==> config.mk <==
export PLATFORM = sky130hd
export DESIGN_NAME = fp16_post_normalizer
export DESIGN_NICKNAME = d
export VERILOG_FILES = /design/src/rtl/fp16_post_normalizer.sv
export SDC_FILE = /design/constraint.sdc
export NUM_CORES = 1
export LEC_CHECK = 0
export ABC_AREA = 1
export ABC_CLOCK_PERIOD_IN_PS = 3200
export CAP_MARGIN = 20
export CORE_MARGIN = 1.5
export CORE_UTILIZATION = 55
export CTS_CLUSTER_DIAMETER = 60
export DETAILED_ROUTE_END_ITERATION = 10
export MAX_ROUTING_LAYER = met4
export PLACE_DENSITY = 0.84
export SYNTH_ARGS = -nofsm -noshare
export SYNTH_HDL_FRONTEND = slang
export SYNTH_SLANG_ARGS = --single-unit
==> constraint.sdc <==
create_clock -name clk -period 3.2 [get_ports clk]
set_clock_uncertainty 0.15 [all_clocks]
set_input_delay 0.64 -clock clk [delete_from_list [all_inputs] [get_ports clk]]
set_output_delay 0.64 -clock clk [all_outputs]
set_load 0.05 [all_outputs]
==> src/rtl/fp16_post_normalizer.sv <==
// Post-normalization stage for the binary16 adder: one left shift per cycle, valid/ready on
// both sides. Define FP16_NORM_RNE_EN to round the carry path to nearest-even (else truncate).
module fp16_post_normalizer (
  input  logic        clk,
  input  logic        rst_n,
  input  logic        in_valid,
  output logic        in_ready,
  input  logic        in_sign,
  input  logic [4:0]  in_exp,
  input  logic [10:0] in_mant,
  input  logic        in_carry,
  output logic        out_valid,
  input  logic        out_ready,
  output logic [15:0] out_result,
  output logic        out_ovf,
  output logic        out_unf,
  output logic        out_inx
);

  typedef enum logic [1:0] {StIdle, StNorm, StDone} state_e;

  state_e      state_q;
  logic        sign_q;
  logic        carry_q;
  logic [5:0]  exp_q;
  logic [10:0] mant_q;
  logic [15:0] result_q;
  logic        ovf_q, unf_q, inx_q;

  logic        fin_d;
  logic [15:0] res_d;
  logic        ovf_d, unf_d, inx_d;
  logic        guard;
  logic [9:0]  frac_w;
  logic [5:0]  exp_w;
`ifdef FP16_NORM_RNE_EN
  logic [10:0] rnd;
`endif

  // One NORM step: either finish with a result or request another left shift.
  always_comb begin
    guard  = mant_q[0];
    frac_w = mant_q[10:1];  // hidden bit after the right shift is the carry itself
    exp_w  = exp_q + 6'd1;
`ifdef FP16_NORM_RNE_EN
    rnd = '0;
    if (guard && frac_w[0]) begin
      rnd    = {1'b0, frac_w} + 11'd1;
      frac_w = rnd[9:0];
      if (rnd[10]) exp_w = exp_w + 6'd1;  // 1.111..1 rounded up to 10.000..0
    end
`endif
    fin_d = 1'b1;
    res_d = '0;
    ovf_d = 1'b0;
    unf_d = 1'b0;
    inx_d = 1'b0;
    if (exp_q == 6'd31) begin
      res_d = {sign_q, 5'h1f, 10'h000};
      ovf_d = 1'b1;
    end else if (carry_q) begin
      inx_d = guard;
      if (exp_w >= 6'd31) begin
        res_d = {sign_q, 5'h1f, 10'h000};
        ovf_d = 1'b1;
      end else begin
        res_d = {sign_q, exp_w[4:0], frac_w};
      end
    end else if (mant_q == 11'd0 || exp_q == 6'd0) begin
      res_d = 16'h0000;
    end else if (mant_q[10]) begin
      res_d = {sign_q, exp_q[4:0], mant_q[9:0]};
    end else if (exp_q == 6'd1) begin
      res_d = {sign_q, 15'h0000};
      unf_d = 1'b1;
      inx_d = 1'b1;
    end else begin
      fin_d = 1'b0;
    end
  end

  always_ff @(posedge clk or negedge rst_n) begin
    if (!rst_n) begin
      state_q  <= StIdle;
      sign_q   <= 1'b0;
      carry_q  <= 1'b0;
      exp_q    <= '0;
      mant_q   <= '0;
      result_q <= '0;
      ovf_q    <= 1'b0;
      unf_q    <= 1'b0;
      inx_q    <= 1'b0;
    end else begin
      case (state_q)
        StIdle: begin
          if (in_valid) begin
            sign_q  <= in_sign;
            exp_q   <= {1'b0, in_exp};
            mant_q  <= in_mant;
            carry_q <= in_carry;
            state_q <= StNorm;
          end
        end
        StNorm: begin
          if (fin_d) begin
            result_q <= res_d;
            ovf_q    <= ovf_d;
            unf_q    <= unf_d;
            inx_q    <= inx_d;
            state_q  <= StDone;
          end else begin
            mant_q <= {mant_q[9:0], 1'b0};
            exp_q  <= exp_q - 6'd1;
          end
        end
        StDone: begin
          if (out_ready) state_q <= StIdle;
        end
        default: state_q <= StIdle;
      endcase
    end
  end

  assign in_ready   = (state_q == StIdle);
  assign out_valid  = (state_q == StDone);
  assign out_result = result_q;
  assign out_ovf    = ovf_q;
  assign out_unf    = unf_q;
  assign out_inx    = inx_q;

endmodule
==> summary.txt, run 1 <==
largest buffer count on any clock path - 2
mean number of vias per cell - 5.26
DR iter-0 viols - 195
area growth from synthesis to final layout - 21.1%
CP required - 2.41 ns
post-CTS sizing - 0
Netlist Area Pre-Place - 2400 um2
Compound-Gate Fraction of Synth Area - 6.68%
syn_nets - 365
Power Total - 3.36 mW
core region area - 4090 um2
remaining routing DRC violations - 0
Period minus WS final - 2.53 ns
TritonCTS buffer count - 5
global-route congestion overflow total - 0
global-route wire length before repair - 9.35 mm
critical path arrival - 1.74 ns
count of H-tree levels built during CTS - 2
simple-gate share of the synthesized area - 40.4%
most used standard cells in the synthesized netlist - nand2_1, dfrtp_1, nand3_1
Worst-Skew Late Latency - 0.29 ns
post-CTS setup buffer count - 0
CTS tree - yes
initial core utilization - 58.7%
Leak Pwr - 1.47 nW
via count of the first global-routing pass - 1985
crit path kind - reg -> out
adder and majority cell fraction of the synthesized area - 2.09%
# nets final - 402
number of port buffers - 42
Worst path max stage delay - 0.84 ns
hold-fix buffer count after cts - 0
setup_tns - 0 ns
Gate Count Post-Synth - 339
total routing usage reported by global routing - 24.3%
largest cells by area after synthesis - dfrtp_1, nand2_1, nand3_1
CP Max Fanout - 4
max-capacitance violation count - 0
primary flip-flop cell chosen by synthesis mapping - dfrtp_1
number of hold violations in the final report - 0
clock slew at the register clock pins of the worst setup and hold paths - 0.08 ns
post-route ant nets - 0
most frequently used cell type in the post-synthesis netlist - nand2_1
num ports - 43
multiplexer fraction of the synthesized cell area - 0.469%
fraction of synthesized cell area in xor and xnor cells - 1.46%
sort of element at the start of the critical path - flip-flop
critical path's top delay family - buffers and inverters
final worst path period share - 79.1%
register bit total from synthesis - 40
total of warnings raised by yosys - 0
maximum ir drop on the vdd rail - 446 uV
final wirelength - 5.42 mm
EDFF count, synth - 0
Crit. End Element - primary output
largest family of logic cells by synthesized area - simple AND/OR/NAND/NOR gates
Inserted Diodes - 0
Setup violations, final - 0
pin count of the biggest net entering global routing - 41
highest clock frequency the design can meet - 0.395 GHz
WL per Instance - 12.7 um
share of flip-flops with an asynchronous set or reset after synthesis - 100%
length of the first detailed-routing pass in iterations - 5
unique cell type count in the Yosys netlist - 28
placed wire-length estimate - 3.93 mm
Slowest-stage cell, CP - clkdlybuf4s50_1
DR vias - 2247
buffers and inverters on the worst path - 1
Die H - 69.0 um
Hold WC Path Type - in -> async
setup repair after global routing missed its margin - no
placer's final routability congestion estimate - 0.859
power density of the placed cells - 1160 nW/um2
sequential cell area fraction in the yosys report - 41.7%
number of slew-limit violations in the final report - 0
layout cell share with drive strength beyond 1 - 8.49%
placement row count - 23
synthesized area divided by synthesized cell count - 7.08 um2
die outline area - 4770 um2
sinks on the clock net - 40
transition at the pin with the smallest max-transition slack - 0.868 ns
number of antenna violations at the first check in global routing - 0
chain of cells forming the critical path - nor2_1 -> clkdlybuf4s50_1
fraction of post-synthesis cell area in the top cell type by area - 41.7%
worst slew margin relative to its limit - 42.1%
outcome - completed
CTS root buffer - clkbuf_8
cell taking the most area after synthesis - dfrtp_1
die boundary width - 69.0 um
[layout by cell type, fill, tap and decap left out, types with 5 or more instances in the layout]
cell type,n
clkbuf_8,5
nand4_1,5
clkdlybuf4s50_1,41
inv_1,16
nor2_1,25
nand3_1,29
nor2_2,5
o21ai_0,9
o21ai_1,9
dfrtp_1,40
nand2_1,156
[area by class of cell]
type	instances	area, um2
flip-flops and latches	40	1000
inverters	20	75.1
well taps	50	62.6
clock buffers	5	68.8
fillers	345	1180
clock inverters	3	42.5
repair buffers	44	430
multi-input cells	265	1220
[routing by layer]
metal	routed length [um]	GRT usage, %	vias up
met5	0	-	-
met4	53	5.23	0
met3	280	2.63	6
met2	2510	37.2	83
met1	2580	35.2	1020
li1	-	-	1138
[where the power goes]
part           total (mW)  leakage [nW]  internal (mW)  switching (mW)
logic                1.95         0.914          0.639            1.31
clock network       0.411        0.0541          0.231           0.181
registers            1.00         0.502          0.740           0.261
[cell families after synthesis]
logic type | Yosys count
adders and majority gates | 4
xor gates and xnor gates | 4
and+or+nand+nor | 228
AOI/OAI and AO/OA | 28
DFF | 40
buffers and inverters | 34
muxes | 1
[state kept, by name, summed over array words and instances, names as in the netlist]
register / flops
state_q: 2
exp_q: 6
out_result: 16
out_ovf: 1
mant_q: 11
out_inx: 1
sign_q: 1
carry_q: 1
out_unf: 1
[through the flow]
stage	hold slack (ns)	std cells	instance area (um2)	utilization (%)	worst slack (ns)
after floorplan	0.194	339	2400	-	0.930
after global placement	0.314	419	2790	68.4	0.812
after detailed placement	0.317	419	2790	68.4	0.793
after CTS	0.336	427	2910	71.1	0.655
after global routing	0.372	427	2910	71.1	0.531
final	0.306	427	2910	71.1	0.667
[final timing paths]
| check | to | from | depth (start not counted) | slack [ns] |
|---|---|---|---|---|
| worst min-delay path | exp_q[1]$_DFFE_PN0P_ | rst_n | 1 | 0.31 |
| min in group clk | out_result[0]$_DFFE_PN0P_ | out_result[0]$_DFFE_PN0P_ | 2 | 0.33 |
| worst min register to register | out_result[0]$_DFFE_PN0P_ | out_result[0]$_DFFE_PN0P_ | 2 | 0.33 |
| worst max-delay path | in_ready | state_q[0]$_DFFE_PN0P_ | 2 | 0.67 |
| worst max register to register | out_result[10]$_DFFE_PN0P_ | exp_q[0]$_DFFE_PN0P_ | 10 | 0.72 |
| max in group asynchronous | out_ovf$_DFFE_PN0P_ | rst_n | 1 | 2.04 |
No activity file was read; power rests on OpenSTA's default activity.
==> inputs of run 2 (changes only) <==
- ABC_CLOCK_PERIOD_IN_PS: 3200 -> 2400
- CORE_UTILIZATION: 55 -> 53
- PLACE_DENSITY: 0.84 -> 0.81
- clock period: 3.2 -> 2.4 ns (I/O delays scaled with it)
==> run 2 against run 1 <==
Sequential power increased by 29%. Wire length is 0.39% lower. Design area grew 2.7%. Critical path depth up 1. Clock power increased by 56%. Flip-flop and latch count is the same. Sequential share of layout area shrank 0.90 points. Die area increased by 3.6%. Utilization decreased by 2.6 points. Via count up 1.2%. Total power increased by 37%.
==> summary.txt, run 2 (same netlist as run 1, synthesis figures left out) <==
outcome - completed
Period minus WS final - 2.26 ns
mean number of vias per cell - 5.23 (-0.62%)
number of hold violations in the final report - 0 (unchanged)
pin count of the biggest net entering global routing - 29 (-29%)
CTS tree - yes
die outline area - 4940 um2 (+3.6%)
CP Max Fanout - 3 (-1)
maximum ir drop on the vdd rail - 633 uV (+42%)
most frequent cells in the layout - nand2_1, dfrtp_1, clkdlybuf4s50_1
Leak Pwr - 1.52 nW (+3.5%)
smallest setup slack after layout - 0.145 ns (-0.523 ns)
post-route ant nets - 0 (unchanged)
number of flip-flops in the largest register - 16 (unchanged)
max-capacitance violation count - 0 (unchanged)
DR iter-0 viols - 181 (-7.2%)
highest clock frequency the design can meet - 0.443 GHz
global-route congestion overflow total - 0 (unchanged)
power density of the placed cells - 1550 nW/um2 (+34%)
Filler Cells Inserted - 375 (+8.7%)
area growth from synthesis to final layout - 24.4%
total routing usage reported by global routing - 24.8% (+0.55 points)
setup repair after global routing missed its margin - no
Inserted Diodes - 0 (unchanged)
Hold WC Path Type - reg -> reg
Final Util - 68.5% (-2.6 points)
CP required - 1.77 ns (-0.64 ns)
fin cells - 435 (+1.9%)
critical path arrival - 1.63 ns (-0.11 ns)
clock slew at the register clock pins of the worst setup and hold paths - 0.08 ns (about the same)
count of H-tree levels built during CTS - 2 (unchanged)
global-route wire length before repair - 9.54 mm (+2.0%)
Die H - 70.3 um (+1.8%)
initial core utilization - 55.1% (-3.6 points)
WL per Instance - 12.4 um (-2.2%)
via count of the first global-routing pass - 2082 (+4.9%)
Crit. End Element - primary output
number of cells in the design after placement - 427 (+1.9%)
Power Total - 4.62 mW (+37%)
DR vias - 2275 (+1.2%)
transition at the pin with the smallest max-transition slack - 0.500 ns (-0.368 ns)
number of slew-limit violations in the final report - 0 (unchanged)
CTS root buffer - clkbuf_8
placed wire-length estimate - 4.00 mm (+1.7%)
number of port buffers - 42 (unchanged)
placer's final routability congestion estimate - 0.939 (+9.3%)
leading cell type in the layout, fill and taps excluded - nand2_1
die boundary width - 70.3 um (+1.8%)
largest buffer count on any clock path - 2 (unchanged)
sinks on the clock net - 40 (unchanged)
length of the first detailed-routing pass in iterations - 7 (+2)
setup_tns - 0 ns (unchanged)
remaining routing DRC violations - 0 (unchanged)
worst setup slack before clock tree synthesis - 0.313 ns (-0.480 ns)
placement row count - 24 (+4.3%)
layout cell share with drive strength beyond 1 - 9.66% (+1.2 points)
TritonCTS buffer count - 5 (unchanged)
post-CTS setup buffer count - 0 (unchanged)
Worst-Skew Late Latency - 0.30 ns (about the same)
core region area - 4350 um2 (+6.6%)
sort of element at the start of the critical path - flip-flop
crit path kind - reg -> out
num ports - 43 (unchanged)
Setup violations, final - 0 (unchanged)
worst slew margin relative to its limit - 66.6% (+24 points)
number of antenna violations at the first check in global routing - 0 (unchanged)
final wirelength - 5.40 mm (-0.39%)
# nets final - 409 (+1.7%)
final worst path period share - 94.0%
==> run 2: repair_timing <==
item	4_1_cts	5_1_grt
setup endpoints to repair	0	1
gates resized for setup	0	1
hold buffers	1	0
hold endpoints to repair	18	0
==> run 2: layout make-up <==
type	count	area, um2	share of cell area (%)
inverters	20	75.1	2.52
well taps	52	65.1	2.18
flip-flops and latches	40	1000	33.6
clock buffers	5	68.8	2.31
multi-input cells	265	1220	41.1
repair buffers	51	488	16.4
clock inverters	2	60.1	2.01
==> run 2: path summary, 6_finish.rpt <==
check                                                  to                       from  cells past startpoint  slack, ns
worst max-delay path                            out_valid     state_q[1]$_DFFE_PN0P_                      3       0.14
worst min-delay path            out_result[2]$_DFFE_PN0P_  out_result[2]$_DFFE_PN0P_                      2       0.33
worst max register to register  out_result[9]$_DFFE_PN0P_       exp_q[0]$_DFFE_PN0P_                     10       0.28
worst min register to register  out_result[2]$_DFFE_PN0P_  out_result[2]$_DFFE_PN0P_                      2       0.33
max in group asynchronous       out_result[3]$_DFFE_PN0P_                      rst_n                      3       0.95
min in group asynchronous            exp_q[4]$_DFFE_PN0P_                      rst_n                      2       0.51
==> run 2: worst max-delay path: stages (launching register included) <==
cell and delay (ns):
dfrtp_1 0.37, inv_1 0.06, nor2_1 0.08, clkdlybuf4s50_1 0.80
==> run 2: through the flow <==
stage,area [um2],hold slack (ns)
after floorplan,2400,0.0344
after global placement,2840,0.279
after detailed placement,2840,0.286
after CTS,2980,0.335
after global routing,2980,0.356
final,2980,0.333
==> run 2: power breakdown <==
part | internal (mW) | leakage (nW) | total, mW | switching (mW)
Sequential | 0.987 | 0.502 | 1.29 | 0.307
Combinational | 0.902 | 0.955 | 2.68 | 1.78
Clock | 0.409 | 0.0642 | 0.643 | 0.234
==> run 2: per-layer routing <==
| layer | up-vias | track usage (%) | wire [um] | share of wire, % |
|---|---|---|---|---|
| met2 | 62 | 38.3 | 2520 | 47 |
| met3 | 9 | 4.76 | 294 | 5.4 |
| li1 | 1154 | - | - | - |
| met1 | 1050 | 33.4 | 2520 | 47 |
| met5 | - | - | 0 | 0 |
| met4 | 0 | 7.69 | 72 | 1.3 |
==> inputs of run 3 (changes only) <==
--- a/config.mk
+++ b/config.mk
@@ -10,3 +10,3 @@
 export CAP_MARGIN = 20
-export CORE_MARGIN = 1.5
+export CORE_MARGIN = 4
 export CORE_UTILIZATION = 53
==> constraint.sdc (replaced) <==
create_clock -name clk -period 2.4 [get_ports clk]
set_clock_uncertainty 0.15 [all_clocks]
set_input_delay 0.72 -clock clk [delete_from_list [all_inputs] [get_ports clk]]
set_output_delay 0.72 -clock clk [all_outputs]
set_load 0.05 [all_outputs]
==> run 3 against run 2 <==
Fmax shrank 3.4%. Clock-buffer cell count increased by 1. Non-clock buffer count shrank 2.
==> summary.txt, run 3 (same netlist as run 1, synthesis figures left out) <==
outcome - completed
via count of the first global-routing pass - 2019 (-3.0%)
register-to-register setup slack - 0.20 ns (-0.08 ns)
worst flop-to-flop path endpoint - state_q[1]$_DFFE_PN0P_
Setup violations, final - 0 (unchanged)
DR iter-0 viols - 250 (+38%)
TritonCTS buffer count - 5 (unchanged)
number of flip-flops in the largest register - 16 (unchanged)
length of the first detailed-routing pass in iterations - 4 (-3)
fin cells - 433 (-0.46%)
global-route congestion overflow total - 0 (unchanged)
# nets final - 407 (-0.49%)
Comb pwr share - 60.9% (+2.9 points)
leading cell type in the layout, fill and taps excluded - nand2_1
critical path arrival - 1.46 ns (-0.17 ns)
power density of the placed cells - 1500 nW/um2 (-3.2%)
die outline area - 5670 um2 (+15%)
sequential power share - 29.4% (+1.4 points)
worst slew margin relative to its limit - 66.8% (+0.25 points)
switching power as a share of total power - 52.4% (+2.2 points)
Worst path max stage delay - 0.81 ns (about the same)
switching power - 2.29 mW (-1.0%)
post-route ant nets - 0 (unchanged)
number of cells in the design after placement - 426 (-0.23%)
hold-fix buffer count after cts - 0 (-1)
number of slew-limit violations in the final report - 0 (unchanged)
area growth from synthesis to final layout - 21.7%
cell depth of the worst flop-to-flop path - 9 (-1)
setup_tns - 0 ns (unchanged)
maximum ir drop on the vdd rail - 598 uV (-5.4%)
number of hold violations in the final report - 0 (unchanged)
internal power contribution - 2.08 mW (-9.5%)
Slowest-stage cell, CP - clkdlybuf4s50_1
placed wire-length estimate - 4.02 mm (+0.58%)
pin count of the biggest net entering global routing - 29 (unchanged)
sinks on the clock net - 40 (unchanged)
post-CTS setup buffer count - 0 (unchanged)
final non-filler cell area - 2920 um2 (-2.1%)
DR vias - 2180 (-4.2%)
count of H-tree levels built during CTS - 2 (unchanged)
placement row count - 24 (unchanged)
post-CTS sizing - 0 (unchanged)
CTS root buffer - clkbuf_8
initial core utilization - 55.1% (unchanged)
global-route track usage on met1 - 30.3% (-3.1 points)
global-route wire length before repair - 9.36 mm (-1.9%)
remaining routing DRC violations - 0 (unchanged)
final worst path period share - 97.3% (+3.3 points)
total routing usage reported by global routing - 22.0% (-2.8 points)
worst reg2reg startpoint - exp_q[0]$_DFFE_PN0P_
core region area - 4350 um2 (unchanged)
area after detailed placement - 2840 um2 (-0.18%)
met2 Resource Use GR - 33.6% (-4.7 points)
Hold WC Path Type - in -> async
num ports - 43 (unchanged)
die boundary width - 75.3 um (+7.1%)
crit path kind - reg -> out
number of port buffers - 42 (unchanged)
highest clock frequency the design can meet - 0.428 GHz (-3.4%)
sort of element at the start of the critical path - flip-flop
Die H - 75.3 um (+7.1%)
most frequent cells in the layout - nand2_1, dfrtp_1, clkdlybuf4s50_1
WL per Instance - 12.3 um (-1.3%)
setup repair after global routing missed its margin - no
global-route layer with the greatest usage - met2
transition at the pin with the smallest max-transition slack - 0.496 ns (-0.00378 ns)
final wirelength - 5.31 mm (-1.8%)
Leak Pwr - 1.50 nW (-1.2%)
CTS tree - yes
met3 capacity usage during global routing - 3.74% (-1.0 points)
buffers and inverters on the worst path - 1 (-1)
mean number of vias per cell - 5.03 (-3.7%)
Worst-Skew Late Latency - 0.29 ns (about the same)
Period minus WS final - 2.33 ns (+0.0789 ns)
largest buffer count on any clock path - 2 (unchanged)
clock slew at the register clock pins of the worst setup and hold paths - 0.08 ns (about the same)
CP required - 1.53 ns (-0.24 ns)
Crit. End Element - primary output
chain of cells forming the critical path - clkdlybuf4s50_1
critical path's top delay family - buffers and inverters
placer's final routability congestion estimate - 0.898 (-4.4%)
number of antenna violations at the first check in global routing - 0 (unchanged)
layout cell share with drive strength beyond 1 - 11.5% (+1.9 points)
share of power burned in the clock network - 9.6% (-4.3 points)
Hold WS - 0.213 ns (-0.121 ns)
Inserted Diodes - 0 (unchanged)
CP Max Fanout - 2 (-1)
max-capacitance violation count - 0 (unchanged)
-- run 3: cell count changes in the layout (fill, tap and decap cells not counted), sizes merged --
cell	delta
clkbuf	+1
bufinv	-2
clkinv	+1
dlymetal6s2s	-1
buf	+8
dlygate4sd3	-1
clkdlybuf4s50	-8
-- run 3: how the worst max path moves through the flow --
| stage | cells past startpoint | start | to | slack [ns] |
|---|---|---|---|---|
| 2_1_floorplan | 6 | state_q[0]$_DFFE_PN0P_ | exp_q[0]$_DFFE_PN0P_ | 0.13 |
| 3_3_place_gp | 3 | in_valid | sign_q$_DFFE_PN0P_ | 0.26 |
| 3_5_place_dp | 10 | exp_q[0]$_DFFE_PN0P_ | out_result[8]$_DFFE_PN0P_ | 0.21 |
| 4_1_cts | 1 | out_result[6]$_DFFE_PN0P_ | out_result[6] | 0.05 |
| 5_1_grt | 1 | out_result[6]$_DFFE_PN0P_ | out_result[6] | 0.03 |
| 6_report | 1 | out_result[3]$_DFFE_PN0P_ | out_result[3] | 0.07 |
-- run 3: cell type report --
| type | count | area (um2) |
|---|---|---|
| clock inverter | 1 | 5.00 |
| clock buffer | 6 | 72.6 |
| tap | 52 | 65.1 |
| sequential | 40 | 1000 |
| multi-input combinational | 265 | 1230 |
| fill | 406 | 1440 |
| timing repair buffer | 49 | 470 |
| inverter | 20 | 75.1 |
-- run 3: per-layer routing --
| metal | vias up | part of all wire [%] |
|---|---|---|
| li1 | 1150 | - |
| met1 | 986 | 48 |
| met2 | 39 | 46 |
| met3 | 5 | 4.2 |
| met4 | 0 | 1.4 |
| met5 | - | 0 |
-- run 3: metrics by stage --
step	power [mW]	util (%)	setup WS (ns)
floorplan	3.28	-	0.130
global placement	3.88	65.1	0.259
detailed placement	3.96	65.1	0.211
CTS	4.40	66.9	0.0484
global route	4.78	67.0	0.0278
finish	4.38	67.0	0.0659
-- run 3: power groups by stage --
stage | logic (mW) | clock network [mW] | registers, mW
2_1_floorplan | 1.60 | 0 | 1.68
3_3_place_gp | 2.61 | 0 | 1.27
6_report | 2.67 | 0.422 | 1.29
3_5_place_dp | 2.66 | 0 | 1.30
5_1_grt | 2.99 | 0.455 | 1.33
4_1_cts | 2.67 | 0.438 | 1.28
